==> config.mk <==
export PLATFORM = sky130hd
export DESIGN_NAME = vga_sync_gen
export DESIGN_NICKNAME = d
export VERILOG_FILES = /design/src/rtl/vga_sync_gen.sv
export SDC_FILE = /design/constraint.sdc
export NUM_CORES = 1
export LEC_CHECK = 0
export CAP_MARGIN = 10
export CORE_MARGIN = 5
export CORE_UTILIZATION = 45
export CTS_CLUSTER_DIAMETER = 120
export DETAILED_ROUTE_END_ITERATION = 7
export GPL_TIMING_DRIVEN = 0
export PLACE_DENSITY_LB_ADDON = 0.25
export REMOVE_ABC_BUFFERS = 1
export SYNTH_ARGS = -nofsm -noshare
export SYNTH_HDL_FRONTEND = slang
export SYNTH_SLANG_ARGS = --single-unit
==> constraint.sdc <==
create_clock -name clk -period 2.7 [get_ports clk]
set_clock_uncertainty 0.05 [all_clocks]
set_input_delay 0.54 -clock clk [delete_from_list [all_inputs] [get_ports clk]]
set_output_delay 0.54 -clock clk [all_outputs]
set_load 0.05 [all_outputs]
==> src/rtl/vga_sync_gen.sv <==
// vga_sync_gen: raster timing generator for the text/font overlay.
// Divides clk into a pixel enable (p_tick), runs horizontal/vertical
// pixel counters and produces registered hsync/vsync that line up with
// pixel_x/pixel_y on the same cycle. Default timing is 640x480 @ 60 Hz.
//
// Optional build macro: VGA_FRAME_CNT_EN
//   defined   -> frame_tick pulses on the last pixel tick of a frame and
//                frame_cnt counts frames (8-bit, wrapping).
//   undefined -> frame_tick and frame_cnt are tied to zero.
// The port list is the same in both builds.
module vga_sync_gen #(
    parameter int DIV      = 2,
    parameter int H_DISP   = 640,
    parameter int H_FP     = 16,
    parameter int H_SYNC   = 96,
    parameter int H_BP     = 48,
    parameter int V_DISP   = 480,
    parameter int V_FP     = 10,
    parameter int V_SYNC   = 2,
    parameter int V_BP     = 33,
    parameter int SYNC_POL = 0
) (
    input  logic       clk,
    input  logic       reset,
    output logic       p_tick,
    output logic [9:0] pixel_x,
    output logic [9:0] pixel_y,
    output logic       video_on,
    output logic       hsync,
    output logic       vsync,
    output logic       frame_tick,
    output logic [7:0] frame_cnt
);

    localparam int H_TOT = H_DISP + H_FP + H_SYNC + H_BP;
    localparam int V_TOT = V_DISP + V_FP + V_SYNC + V_BP;

    // Counters are 10 bits wide, so the raster must fit in 1024x1024.
    if (H_TOT > 1024) begin : g_h_tot_chk
        $error("vga_sync_gen: H_TOT exceeds 1024");
    end
    if (V_TOT > 1024) begin : g_v_tot_chk
        $error("vga_sync_gen: V_TOT exceeds 1024");
    end
    if (DIV < 1) begin : g_div_chk
        $error("vga_sync_gen: DIV must be >= 1");
    end

    localparam int DIV_W = (DIV > 1) ? $clog2(DIV) : 1;

    localparam logic [DIV_W-1:0] DIV_LAST  = DIV_W'(DIV - 1);
    localparam logic [9:0]       H_LAST    = 10'(H_TOT - 1);
    localparam logic [9:0]       V_LAST    = 10'(V_TOT - 1);
    localparam logic [9:0]       H_DISP_C  = 10'(H_DISP);
    localparam logic [9:0]       V_DISP_C  = 10'(V_DISP);
    localparam logic [9:0]       HS_START  = 10'(H_DISP + H_FP);
    localparam logic [9:0]       HS_END    = 10'(H_DISP + H_FP + H_SYNC - 1);
    localparam logic [9:0]       VS_START  = 10'(V_DISP + V_FP);
    localparam logic [9:0]       VS_END    = 10'(V_DISP + V_FP + V_SYNC - 1);
    localparam logic             SYNC_ON   = 1'(SYNC_POL);

    // Inclusive window test used for both sync pulses.
    function automatic logic in_window(input logic [9:0] val,
                                       input logic [9:0] lo,
                                       input logic [9:0] hi);
        return (val >= lo) && (val <= hi);
    endfunction

    // Drive the asserted or idle sync level.
    function automatic logic sync_level(input logic active);
        return active ? SYNC_ON : ~SYNC_ON;
    endfunction

    logic [DIV_W-1:0] div_cnt;
    logic [9:0]       h_nxt;
    logic [9:0]       v_nxt;
    logic             h_end;
    logic             v_end;

    assign p_tick   = (div_cnt == DIV_LAST) && !reset;
    assign h_end    = (pixel_x == H_LAST);
    assign v_end    = (pixel_y == V_LAST);
    assign video_on = (pixel_x < H_DISP_C) && (pixel_y < V_DISP_C);

    // Clock divider: counts 0..DIV-1 and wraps, producing one p_tick per period.
    always_ff @(posedge clk) begin
        if (reset) begin
            div_cnt <= '0;
        end else if (div_cnt == DIV_LAST) begin
            div_cnt <= '0;
        end else begin
            div_cnt <= div_cnt + DIV_W'(1);
        end
    end

    // Next raster position; the vertical counter steps on the line wrap tick.
    always_comb begin
        h_nxt = pixel_x;
        v_nxt = pixel_y;
        if (p_tick) begin
            if (h_end) begin
                h_nxt = '0;
                v_nxt = v_end ? 10'd0 : pixel_y + 10'd1;
            end else begin
                h_nxt = pixel_x + 10'd1;
            end
        end
    end

    // Position and sync registers; syncs decode the next position so they stay aligned.
    always_ff @(posedge clk) begin
        if (reset) begin
            pixel_x <= '0;
            pixel_y <= '0;
            hsync   <= ~SYNC_ON;
            vsync   <= ~SYNC_ON;
        end else begin
            pixel_x <= h_nxt;
            pixel_y <= v_nxt;
            hsync   <= sync_level(in_window(h_nxt, HS_START, HS_END));
            vsync   <= sync_level(in_window(v_nxt, VS_START, VS_END));
        end
    end

`ifdef VGA_FRAME_CNT_EN
    assign frame_tick = p_tick && h_end && v_end;

    // Frame counter for overlay blink timing; steps on the frame wrap tick.
    always_ff @(posedge clk) begin
        if (reset) begin
            frame_cnt <= '0;
        end else if (frame_tick) begin
            frame_cnt <= frame_cnt + 8'd1;
        end
    end
`else
    assign frame_tick = 1'b0;
    assign frame_cnt  = '0;
`endif

endmodule

==> flow_metrics.py, run 1 <==
metrics = {
    "synthesis": {
        "synth_common_cells": "dfxtp_1, nor2_1, buf_4, nand4_1, xor2_1",
        "yosysTopAreaCell": "dfxtp_1",
        "yosys_warnings": 0,
        "synth-seq-cells": 23,
        "synth.top_cells.by_area": "dfxtp_1, xor2_1, buf_4, nor2_1, nand4_1",
        "synth_top_cell_area_share_pct": 36.1,
        "synth.most_common_cell": "dfxtp_1",
        "synthArstFlopShare_pct": 0,
        "synth_cell_types": 40,
        "synthFlopType": "dfxtp_1",
        "synth_area_sq_um": 1270,
        "seq_area_frac_synth_pct": 36.1,
        "synth_edf_count": 0,
        "postSynthAreaPerCell_sq_um": 8.32,
        "syn_inst": 153,
    },
    "cells_and_area": {
        "areaGrowthSynthToFinish_pct": 22.4,
        "multi_input_area_sq_um": 733,
        "fillers": 258,
        "antennaDiodeCount": 0,
        "final_nets": 186,
        "seq_area_sq_um": 460,
        "fin_cells": 211,
        "final_layout_size_suffix_gt1_share_pct": 8.33,
        "fin_util_pct": 57.0,
        "finish.instance_area_sq_um": 1560,
    },
    "worst_setup_path": {
        "critPathMaxFanout": 5,
        "max_stage_delay_ns": 0.83,
        "critPathRequiredTime_ns": 2.11,
        "crit_arrival_ns": 1.93,
        "cp_cell_sequence": "and4_1 -> nor3_1 -> clkdlybuf4s50_1",
        "slowest_stage": "clkdlybuf4s50_1",
        "reg2reg_setup_slack_ns": 0.30,
        "critical_path_class": "register to primary output",
        "end_kind": "primary output",
        "crit_path_start_kind": "register",
    },
    "global_route": {
        "grt_overflow": 0,
        "grt_use_total_pct": 14.7,
        "antenna_found_initial": 0,
        "grt_max_degree": 24,
        "grt_pass1_wl_mm": 4.95,
        "grt_pass1_vias": 1141,
    },
    "timing": {
        "period_share_pct": 93.4,
        "rsz0062_at_grt": "false",
        "max_slew.worst_pin.slew_ns": 0.564,
        "hold_violations": 0,
        "setup_viol": 0,
        "timing.fmax_mhz": 397,
        "max_slew_margin_pct": 62.3,
        "worst_slack_ns": 0.178,
        "drv_slew": 0,
        "finalWorstPathRequiredPeriod_ns": 2.52,
    },
    "flow_run": {
        "cap_violations": 0,
    },
    "placed_design": {
        "dp_hpwl_mm": 2.12,
        "post_dp_cell_area_sq_um": 1500,
        "routabilityCongestion": 0.875,
        "placedCellCount": 203,
        "port_buffers": 25,
        "place_ws_ns": -0.882,
    },
    "die": {
        "initial_core_util_pct": 46.6,
        "dieArea_sq_um": 3990,
        "io_pins": 35,
        "rows": 19,
        "fp.dieW_microns": 63.2,
        "fp.coreArea_sq_um": 2730,
        "dieHeight_microns": 63.2,
    },
    "cts": {
        "clk_path_buf_depth": 2,
        "cts.clk_slew.worst_paths_ns": 0.13,
        "cts_sinks": 23,
        "cts_tree": "done",
        "tritoncts.num_buffers": 3,
        "htreeDepth": 1,
        "insertion_delay_ns": 0.31,
        "clockRootBuffer": "clkbuf_4",
    },
    "detailed_routing": {
        "drc": 0,
        "postRouteAntennaNets": 0,
        "num_vias": 1172,
        "drtIter0Drc": 71,
        "wl_per_cell_microns": 13.4,
        "firstDrtPassIters": 4,
        "totalWireLength_mm": 2.84,
        "vias_per_cell": 5.55,
    },
    "power": {
        "p_comb_share_pct": 12.5,
        "p_int_w": 0.000415,
        "total_leakage_power_nw": 0.587,
        "switchingPower_w": 0.000169,
        "p_per_area_nw_per_um2": 375,
        "vdd_drop_max_mv": 0.298,
        "swShare_pct": 29.0,
        "power_frac_seq_pct": 60.3,
        "clock_power_share_pct": 27.1,
        "power_w": 0.000584,
    },
    "worst_hold_path": {
        "min_path_type": "register to register",
    },
    "run_status": {
        "status": "finished clean",
    },
}
[final timing paths]
check,endpoint,start,depth (start not counted)
setup reg to reg,vsync,pixel_x[0],7
setup / recovery,video_on,pixel_y[7],3
hold reg to reg,pixel_x[1],pixel_x[1],2
hold / removal,pixel_x[1],pixel_x[1],2
[stage by stage]
stage,setup TNS (ns),hold slack [ns]
detailed placement,-7.92,0.462
floorplan,0,0.436
global placement,-6.89,0.447
global route,0,0.514
CTS,0,0.489
finish,0,0.479
[placed cells by master, fill, tap and decap left out, types with 2 or more instances in the layout]
cell type / instances
a21oi_1: 6
and2_1: 2
and3_1: 2
buf_4: 4
clkbuf_4: 3
clkdlybuf4s50_1: 23
conb_1: 9
dfxtp_1: 23
ha_1: 3
inv_1: 5
mux2i_1: 3
nand2_1: 9
nand3_1: 8
nand4_1: 10
nor2_1: 19
nor3_1: 9
nor4_1: 2
o21a_1: 2
o21ai_0: 4
xnor2_1: 2
xor2_1: 10
[routing by layer]
metal  track usage [%]  up-vias  share of wire, %
met5                 0        -                 0
met4              8.05        0               2.1
met3              3.91        6               6.3
met2              24.1       41                48
met1              17.2      545                43
li1                  -      580                 -
[worst max-delay path: cells and delay by family (launching register included)]
kind	cells	cell delay (ns)
buf+inv	1	0.83
simple gates	2	0.41
flops	1	0.38
[flip-flops by register name (all words and copies together) (netlist names)]
signal / count
div_cnt: 1
pixel_x: 10
vsync: 1
hsync: 1
pixel_y: 10
[logic make-up (layout without fill, tap and decap cells)]
| group | count (synthesis) | in the layout | synth area share [%] |
|---|---|---|---|
| and+or+nand+nor | 74 | 74 | 32.3 |
| DFF | 23 | 23 | 36.1 |
| AOI/OAI and AO/OA | 18 | 18 | 9.04 |
| xor gates and xnor gates | 12 | 12 | 8.25 |
| adders and majority gates | 3 | 3 | 2.95 |
| other | 1 | 9 | 0.294 |
| buffers and inverters | 19 | 38 | 8.64 |
| muxes | 3 | 3 | 2.36 |
[power groups by stage]
stage	clock [W]	sequential, W	combinational (W)
5_1_grt	0.000182	0.000354	0.0000761
3_3_place_gp	0	0.000359	0.0000727
6_report	0.000159	0.000352	0.0000732
2_1_floorplan	0	0.000371	0.0000433
3_5_place_dp	0	0.000360	0.0000738
4_1_cts	0.000165	0.000352	0.0000732
[repair_timing]
item                       4_1_cts  5_1_grt
setup endpoints to repair       12        2
buffers inserted                 0        4
hold buffers                     0        0
pin swaps                        0        1
gates resized for setup          4        0
[cell type report]
class | count | area share, %
multi-input combinational | 119 | 47.0
clock buffer | 3 | 1.44
sequential | 23 | 29.5
clock inverter | 1 | 0.321
tap | 31 | 2.49
timing repair buffer | 29 | 18.0
inverter | 5 | 1.20
Power figures use the tool's default switching activity.
==> run 2: changes to the inputs <==
- ABC_CLOCK_PERIOD_IN_PS: default -> 2700
- HOLD_SLACK_MARGIN: default -> 0.06
==> results of run 2 <==
Same layout as run 1: the final DEF is identical, and so are final timing and power.
==> run 3: changes to the inputs <==
- ABC_CLOCK_PERIOD_IN_PS: 2700 -> 2530
- clock period: 2.7 -> 2.53 ns (I/O delays scaled with it)
==> run 3 against run 2 <==
Against the previous run: cell count decreased by 0.47%; sequential power is 6.8% higher; register-to-register slack worse by 0.04 ns; die area did not move; clock power is 6% higher; critical endpoint is now p_tick; via count down 0.77%; design area barely moved; utilization about the same; worst setup slack lost 0.088 ns; count of clock-buffer cells in the layout stayed put.
==> flow_metrics.py, run 3 (synthesized netlist as in run 1, its figures left out) <==
metrics = {
    "run_status": {
        "status": "finished clean",
    },
    "placed_design": {
        "routabilityCongestion": 0.875,
        "place_ws_ns": -1.02,
        "dp_hpwl_mm": 2.12,
        "port_buffers": 25,
    },
    "cts": {
        "clockRootBuffer": "clkbuf_4",
        "cts_sinks": 23,
        "holdBufCountCts": 0,
        "tritoncts.num_buffers": 3,
        "insertion_delay_ns": 0.31,
        "cts.clk_slew.worst_paths_ns": 0.12,
        "htreeDepth": 1,
        "clk_path_buf_depth": 2,
        "cts_tree": "done",
    },
    "die": {
        "rows": 19,
        "fp.dieW_microns": 63.2,
        "io_pins": 35,
        "initial_core_util_pct": 46.6,
        "dieArea_sq_um": 3990,
        "fp.coreArea_sq_um": 2730,
        "dieHeight_microns": 63.2,
    },
    "timing": {
        "fin_hold_ws_ns": 0.481,
        "worst_slack_ns": 0.0903,
        "rsz0062_at_grt": "false",
        "finalWorstPathRequiredPeriod_ns": 2.44,
        "setup_viol": 0,
        "max_slew.worst_pin.slew_ns": 0.565,
        "drv_slew": 0,
        "timing.fmax_mhz": 410,
        "tns_ns": 0,
        "max_slew_margin_pct": 62.3,
        "period_share_pct": 96.4,
        "hold_violations": 0,
    },
    "worst_setup_path": {
        "crit_arrival_ns": 1.88,
        "critPathMaxFanout": 23,
        "crit_path_start_kind": "input port",
        "critPathRequiredTime_ns": 1.97,
        "end_kind": "primary output",
        "critical_path_class": "input port to primary output",
    },
    "global_route": {
        "use_met3_pct": 3.91,
        "grt_max_degree": 24,
        "grt_pass1_vias": 1152,
        "grt_use_total_pct": 14.7,
        "grt_busiest_layer": "met2",
        "antenna_found_initial": 0,
        "grt_pass1_wl_mm": 4.97,
        "met1_usage_pct": 17.2,
        "grtUsageMet2_pct": 24.2,
        "grt_overflow": 0,
    },
    "detailed_routing": {
        "vias_per_cell": 5.54,
        "firstDrtPassIters": 4,
        "num_vias": 1163,
        "drtIter0Drc": 90,
        "totalWireLength_mm": 2.88,
        "drc": 0,
        "wl_per_cell_microns": 13.7,
        "postRouteAntennaNets": 0,
    },
    "power": {
        "vdd_drop_max_mv": 0.317,
        "p_per_area_nw_per_um2": 399,
        "total_leakage_power_nw": 0.580,
    },
    "cells_and_area": {
        "reg.largest.list": "pixel_x x10, pixel_y x10",
        "antennaDiodeCount": 0,
        "final_common_cell": "dfxtp_1",
        "final_nets": 185,
        "final_layout_size_suffix_gt1_share_pct": 8.94,
        "areaGrowthSynthToFinish_pct": 22.5,
        "final_cell_mix": "dfxtp_1, clkdlybuf4s50_1, nor2_1",
    },
    "flow_run": {
        "cap_violations": 0,
    },
    "worst_hold_path": {
        "min_path_type": "register to register",
    },
}
-- run 3: changes by cell type in the layout (fill, tap and decap cells not counted), sizes merged --
cell,previous run,this run
clkdlybuf4s50,23,22
buf,4,3
dlymetal6s2s,0,1
-- run 3: worst paths after layout --
path	startpoint	end	slack, ns	cells past startpoint
min reg2reg	pixel_x[1]	pixel_x[1]	0.48	2
min	pixel_x[1]	pixel_x[1]	0.48	2
max reg2reg	pixel_x[0]	vsync	0.26	7
max	reset	p_tick	0.09	4
-- run 3: where the power goes --
part | switching (W) | internal [W]
clock | 0.000110 | 0.0000590
combinational | 0.0000615 | 0.0000168
sequential | 0.00000898 | 0.000367
-- run 3: metal layers --
layer  share of wire (%)  vias up
li1                    -      581
met1                  44      538
met2                  48       38
met3                 5.6        6
met4                 2.1        0
met5                   0        -
-- run 3: final cells by class --
class                           count  area (sq um)
Multi-Input combinational cell    119           739
Sequential cell                    23           460
Clock buffer                        3          22.5
Timing Repair Buffer               28           275
Inverter                            5          18.8
Fill cell                         263          1170
Tap cell                           31          38.8
Clock inverter                      1          5.00
-- run 3: critical path, stage by stage --
cell and delay [ns]:
clkdlybuf4s15_2 0.39, nand2b_4 0.28, inv_1 0.15, dlygate4sd2_1 0.55
-- run 3: timing repair --
item,CTS,global route
pin swaps,1,0
setup buffers,3,0
gates resized for setup,4,3
endpoints found under the setup margin,14,2
-- run 3: through the flow --
| stage | utilization, % | power [W] | cell area, sq um | cells |
|---|---|---|---|---|
| floorplan | - | 0.000442 | 1210 | 147 |
| global placement | 54.9 | 0.000461 | 1500 | 203 |
| detailed placement | 54.9 | 0.000463 | 1500 | 203 |
| CTS | 56.8 | 0.000631 | 1550 | 210 |
| global route | 57.1 | 0.000652 | 1560 | 210 |
| finish | 57.1 | 0.000623 | 1560 | 210 |
